$ cat src/rtl/char_ram_write_arbiter.sv
// Write-port arbiter for the character/attribute RAM: CPU single-byte writes
// share the port round-robin with a region fill engine; all outputs registered.
module char_ram_write_arbiter #(
  parameter int ADDR_WIDTH = 12,
  parameter int DATA_WIDTH = 8
) (
  input  logic                  clock,
  input  logic                  reset,
  input  logic                  cpuRequest,
  input  logic [ADDR_WIDTH-1:0] cpuAddress,
  input  logic [DATA_WIDTH-1:0] cpuData,
  output logic                  cpuAcknowledge,
  input  logic                  fillStart,
  input  logic [ADDR_WIDTH-1:0] fillBase,
  input  logic [ADDR_WIDTH:0]   fillLength,
  input  logic [DATA_WIDTH-1:0] fillValue,
  output logic                  fillBusy,
  output logic                  fillDone,
  output logic [ADDR_WIDTH-1:0] ramAddress,
  output logic [DATA_WIDTH-1:0] ramData,
  output logic                  ramWriteEnable
);

  typedef enum logic [1:0] {IDLE, RUN, DONE} fill_state_t;

  localparam logic GRANT_CPU  = 1'b0;
  localparam logic GRANT_FILL = 1'b1;
  localparam logic [ADDR_WIDTH:0] MAX_LEN = {1'b1, {ADDR_WIDTH{1'b0}}};

  fill_state_t           state_reg, state_next;
  logic [ADDR_WIDTH-1:0] fill_addr_reg, fill_addr_next;
  logic [ADDR_WIDTH:0]   fill_count_reg, fill_count_next;
  logic [DATA_WIDTH-1:0] fill_value_reg, fill_value_next;
  logic                  last_grant_reg, last_grant_next;

  logic                  ram_we_reg;
  logic [ADDR_WIDTH-1:0] ram_addr_reg;
  logic [DATA_WIDTH-1:0] ram_data_reg;
  logic                  cpu_ack_reg;
  logic                  fill_busy_reg;
  logic                  fill_done_reg;

  logic cpu_eligible, fill_eligible;
  logic grant_cpu, grant_fill;

  // The CPU is ineligible during its ack cycle: its request is still high then.
  assign cpu_eligible  = cpuRequest && !cpu_ack_reg;
  assign fill_eligible = (state_reg == RUN);

  always_comb begin
    grant_cpu       = cpu_eligible;
    grant_fill      = fill_eligible;
    last_grant_next = last_grant_reg;
    if (cpu_eligible && fill_eligible) begin
      grant_cpu       = (last_grant_reg == GRANT_FILL);
      grant_fill      = !grant_cpu;
      last_grant_next = grant_cpu ? GRANT_CPU : GRANT_FILL;
    end
  end

  always_comb begin
    state_next      = state_reg;
    fill_addr_next  = fill_addr_reg;
    fill_count_next = fill_count_reg;
    fill_value_next = fill_value_reg;
    case (state_reg)
      IDLE: begin
        if (fillStart) begin
          fill_addr_next  = fillBase;
          fill_value_next = fillValue;
          fill_count_next = (fillLength > MAX_LEN) ? MAX_LEN : fillLength;
          state_next      = (fillLength == '0) ? DONE : RUN;
        end
      end
      RUN: begin
        if (grant_fill) begin
          fill_addr_next  = fill_addr_reg + 1'b1;
          fill_count_next = fill_count_reg - 1'b1;
          if (fill_count_reg == {{ADDR_WIDTH{1'b0}}, 1'b1}) begin
            state_next = DONE;
          end
        end
      end
      DONE:    state_next = IDLE;
      default: state_next = IDLE;
    endcase
  end

  always_ff @(posedge clock) begin
    if (reset) begin
      state_reg      <= IDLE;
      fill_addr_reg  <= '0;
      fill_count_reg <= '0;
      fill_value_reg <= '0;
      last_grant_reg <= GRANT_FILL;
      ram_we_reg     <= 1'b0;
      ram_addr_reg   <= '0;
      ram_data_reg   <= '0;
      cpu_ack_reg    <= 1'b0;
      fill_busy_reg  <= 1'b0;
      fill_done_reg  <= 1'b0;
    end else begin
      state_reg      <= state_next;
      fill_addr_reg  <= fill_addr_next;
      fill_count_reg <= fill_count_next;
      fill_value_reg <= fill_value_next;
      last_grant_reg <= last_grant_next;
      ram_we_reg     <= grant_cpu || grant_fill;
      cpu_ack_reg    <= grant_cpu;
      if (grant_cpu) begin
        ram_addr_reg <= cpuAddress;
        ram_data_reg <= cpuData;
      end else if (grant_fill) begin
        ram_addr_reg <= fill_addr_reg;
        ram_data_reg <= fill_value_reg;
      end
      // Busy/done lag the FSM by one register so they line up with the writes.
      fill_busy_reg  <= (state_reg == RUN);
      fill_done_reg  <= (state_reg == DONE);
    end
  end

  assign ramWriteEnable = ram_we_reg;
  assign ramAddress     = ram_addr_reg;
  assign ramData        = ram_data_reg;
  assign cpuAcknowledge = cpu_ack_reg;
  assign fillBusy       = fill_busy_reg;
  assign fillDone       = fill_done_reg;

endmodule

$ cat config.mk
export PLATFORM = sky130hd
export DESIGN_NAME = char_ram_write_arbiter
export DESIGN_NICKNAME = d
export VERILOG_FILES = /design/src/rtl/char_ram_write_arbiter.sv
export SDC_FILE = /design/constraint.sdc
export NUM_CORES = 1
export LEC_CHECK = 0
export ABC_AREA = 0
export BUFFER_PORTS_ARGS = -buffer_cell sky130_fd_sc_hd__buf_2
export CAP_MARGIN = 20
export CORE_MARGIN = 2
export CORE_UTILIZATION = 55
export CTS_BUF_LIST = sky130_fd_sc_hd__clkbuf_4 sky130_fd_sc_hd__clkbuf_8
export DETAILED_ROUTE_END_ITERATION = 10
export PLACE_DENSITY = 0.92
export SYNTH_ARGS = -nofsm -noshare
export SYNTH_HDL_FRONTEND = slang
export SYNTH_SLANG_ARGS = --single-unit
$ cat constraint.sdc
create_clock -name clock -period 2.08 [get_ports clock]
set_input_delay 0.312 -clock clock [delete_from_list [all_inputs] [get_ports clock]]
set_output_delay 0.312 -clock clock [all_outputs]
set_load 0.01 [all_outputs]
**Word-level counts from Yosys, hierarchy flattened**

Index checks and enable logic that the tools add are counted.

- Reduce and logical (&&, ||, !) cells: 12
- Equality and inequality tests: 6
- Muxes and demuxes: 19
- Order comparisons: 1
- $add $sub $neg: 2

Operators with widths:

| operator | count |
|---|---|
| two-way mux 12 bit | 4 |
| two-way mux 13 bit | 3 |
| one-hot mux 13 bit (2 select lines) | 1 |
| one-hot mux 12 bit (2 select lines) | 1 |
| two-way mux 8 bit | 2 |
| == test 13 x 1 -> 1 bit (second input constant) | 1 |
| > comparator 13 bit (second input constant) | 1 |
| logical NOT 13 bit | 1 |
| subtractor 13 x 1 -> 13 bit (second input constant) | 1 |
| adder 12 x 1 -> 12 bit (second input constant) | 1 |
| two-way mux 2 bit | 4 |
| AND reduction 3 bit | 2 |
| inequality test 2 x 1 -> 1 bit (second input constant) | 2 |
| one-hot mux 2 bit (2 select lines) | 1 |
| nonzero test 2 bit | 2 |
| two-way mux 1 bit | 3 |
| == test 2 x 1 -> 1 bit (second input constant) | 1 |
| == test 2 bit (second input constant) | 1 |
| logical AND 1 bit | 2 |
| logical NOT 1 bit | 2 |
| logical NOT 2 bit | 1 |
| inequality test 2 bit (second input constant) | 1 |
| AND reduction 2 bit | 1 |
| logical OR 1 bit | 1 |

- Register bits: 60
- Logic and storage cells: 51

**Depth between registers and ports, before layout**

- Word-level depth: 6
- Mapped depth: 7
- Depth with buffers taken out: 6

**Least setup slack after synthesis**

OpenSTA, ideal clock, no wires.

- Path type: flip-flop to flip-flop
- Start: reg fill_count_reg[0]
- End: reg fill_count_reg[6]
- Stages on the path, launching flop included: 7
- Buffers on the path: 0
- Clock period less this slack: 1.707 ns
- Data required time: 1.946 ns
- Path slack: 0.373 ns
- Setup time: 0.134 ns
- Data arrival time: 1.573 ns
- Cells stage by stage: dfxtp_1 -> inv_1 -> ha_1 -> or3b_2 -> or3_1 -> a21oi_1 -> o32ai_2

- Cells in the longest elaborated chain, start to end: 3

Ends and longest elaborated chain:

| what | RTL line | source |
|---|---|---|
| start: declaration | 32 | `logic [ADDR_WIDTH:0] fill_count_reg, fill_count_next;` |
| start signal: assignment | 105 | `fill_count_reg <= fill_count_next;` |
| subtractor 13 x 1 -> 13 bit | 78 | `fill_count_next = fill_count_reg - 1'b1;` |
| two-way mux 13 bit | 76 | `if (grant_fill) begin` |
| one-hot mux 13 bit (2 select lines) | 66 | `case (state_reg)` |

Every way passes these cells. The select of a mux whose other input is x is not followed.
A chain may end at the register's enable or synchronous reset.

**Worst setup path in the final report**

Ends and elaborated chain as after synthesis.

==> impl_metrics.toml <==
[yosys]
async_reset_ff_share_pct = 0
syn_inst = 357
synth_most_common_cell = "dfxtp_1"
synth_warnings = 0
synth_area_leaders = "dfxtp_1 (39%), mux2i_1 (8.8%), a211oi_1 (7.3%), nor2_1 (5.0%), a21oi_1 (3.9%)"
synthTopCellsByCount = "dfxtp_1 (60), nor2_1 (41), a211oi_1 (30)"
yosysTopAreaCell = "dfxtp_1"
synthDistinctLibCells = 52
syn_area_um2 = 3065
synth_nets = 417
synth_top_area_share_pct = 39.18
synth.avg_cell_area_um2 = 8.587
synth_ff_type = "dfxtp_1"
synth_edf_count = 0
ys_seq_area_share_pct = 39.18
ys_seq_elements = 60

[pwr]
power_frac_seq_pct = 43.4
power_frac_comb_pct = 22.7
vdd_drop_max_uv = 688.5
power_frac_clock_pct = 33.9
power_switching_uw = 1008
leakage_uw = 0.001608
power_density_nw_per_um2 = 842.0
internal_power_uw = 2133
p_sw_share_pct = 32.09

[detailed_routing]
ant_nets = 0
drt_wl_total_um = 8475
drtPass1Iterations = 7
drcViolationCount = 0
wl_per_cell_um = 16.62
drt-vias-per-instance = 6.222
vias = 3173
drt_iter0_drc = 455

[timing]
period_share_pct = 88.40
rsz0062_at_grt = "false"
fmax_mhz = 543.9
setup_violations = 0
slew_viol_final = 0
hold_violations = 0
period_needed_ns = 1.839
worstMarginPinSlew_ns = 0.6304
slew_headroom_pct = 57.93
finClkSkew_ns = 0.01098
finalSetupTns_ns = 0

[global_routing]
grt_usage_pct = 28.15
grt_pass1_vias = 2879
grt_pass1_wl_um = 13680
antenna_found_initial = 0
grt_overflow = 0
grt_start_max_net_pins = 40

[final_layout]
seq_area_um2 = 1201
syn2layout_area_growth_pct = 21.67
drive_above_1_share_pct = 27.40
final_net_count = 493
fillers = 399
multi_input_area_um2 = 1687
design_area_um2 = 3730
antenna_cells = 0
largest_reg_flops = 13

[critical_path]
r2r_end = "fill_count_reg[6]$_SDFFE_PP0P_"
crit_type = "flop to flop"
crit_fanout = 4
cp-start-kind = "flop"
crit-reg2reg-launch = "fill_count_reg[0]$_SDFFE_PP0P_"
critPathCaptureType = "flop"
required_ns = 2.29
crit_arrival_ns = 2.05
startpoint = "fill_count_reg[0]$_SDFFE_PP0P_"
r2r_setup_slack_ns = 0.24
setup.worst_path.end = "fill_count_reg[6]$_SDFFE_PP0P_"
rr_worst_depth = 6

[clock_network]
numClockSinks = 60
cts.path.max_buffers = 2
clockRootBuffer = "clkbuf_8"
cts_max_level = 3
cts.clk_slew.worst_paths_ns = 0.07
postCtsSetupRepairBufs = 0
cts_tree = "yes"
cts_resized = 0
cts_made_buffers = 9
postCtsHoldBufs = 0
clock_latency_ns = 0.34

[die]
start_util_pct = 56.36
ios = 81
dieArea_um2 = 6187
die_h_um = 78.66
core_area_um2 = 5439
row_count = 27
die_width_um = 78.66

[outcome]
status = "completed"

[place]
port-buffer-count = 80
place_congestion = 0.9362
post-dp-hpwl_um = 5823
placed_area_um2 = 3530

[job]
maxCapViolations = 0

[min_path]
hp-start = "fillValue[5]"
hold_path.class = "input port to flop"
-- worst max-delay path, cell delays in order (launching register included) --
cell and delay [ns]:
dfxtp_1 0.33, inv_1 0.10, ha_1 0.22, or3b_2 0.48, or3_1 0.32, a21oi_1 0.18, o32ai_2 0.10
-- final cells by class --
class	instances	share of cell area [%]
flip-flops and latches	60	32.20
inverters	9	0.9057
multi-input cells	259	45.22
repair buffers	94	13.89
clock inverters	7	2.046
well taps	72	2.415
clock buffers	9	3.321
-- power by group through the flow --
stage               Sequential [µW]  Clock, µW  Combinational [µW]
global route                   1380       1120                 780
detailed placement             1380          0                 693
global placement               1380          0                 675
CTS                            1360       1070                 702
floorplan                      1380          0                 474
finish                         1360       1070                 712
-- per-layer routing --
layer  routed length, µm  vias to the layer above  GRT usage, %
li1                    -                     1502             -
met1                3563                     1481         36.99
met2                4091                      173         45.30
met3                 637                       17         5.977
met4                 183                        0         10.88
met5                   0                        -             0
-- worst min path at each step --
stage,to,slack [ns],cells after the start
after floorplan,fill_value_reg[0]$_SDFFE_PP0P_,0.46,2
after global placement,ramAddress[4]$_SDFFE_PP0P_,0.47,2
after detailed placement,fill_value_reg[4]$_SDFFE_PP0P_,0.48,2
after CTS,fill_value_reg[5]$_SDFFE_PP0P_,0.20,3
after global routing,fill_value_reg[4]$_SDFFE_PP0P_,0.21,3
final,fill_value_reg[5]$_SDFFE_PP0P_,0.20,3
-- kinds of logic after synthesis --
group / after synthesis / share of synthesized area (%)
DFF: 60 / 39.18
and+or+nand+nor: 122 / 20.94
AOI/OAI and AO/OA: 107 / 24.04
muxes: 27 / 8.816
adders and majority gates: 3 / 1.225
buffers and inverters: 38 / 5.796
-- layout by cell type (no fill, tap or decap), types with 2 or more instances in the layout --
cell,count
buf_2,80
dfxtp_1,60
nor2_1,41
a211oi_1,30
mux2i_1,27
a21oi_1,24
o21ai_0,16
nand2_1,14
buf_4,13
nand3_1,12
nor4_1,9
clkbuf_8,9
inv_1,8
o22ai_1,8
nor3_1,8
and3_1,6
nand2b_1,5
o31ai_1,5
or3_1,4
a221oi_1,4
nor2b_1,3
a31oi_1,3
nand4_1,3
nor4b_1,3
and2_1,3
ha_1,3
and4_1,2
o32ai_1,2
a311oi_1,2
nor3b_1,2
o32ai_2,2
clkinvlp_4,2
clkinv_4,2
-- per-stage QoR --
step                      setup WS (ns)  std cells  hold slack (ns)  power [µW]  util, %
final                            0.2413        510           0.2023        3141    68.58
after global routing            0.03350        510           0.2133        3279    68.58
after CTS                        0.2714        510           0.1954        3134    68.58
after detailed placement         0.2886        494           0.4828        2077    64.90
after global placement           0.3183        494           0.4691        2054    64.90
after floorplan                  0.3734        357           0.4592        1850        -
No activity file was read; power rests on OpenSTA's default activity.
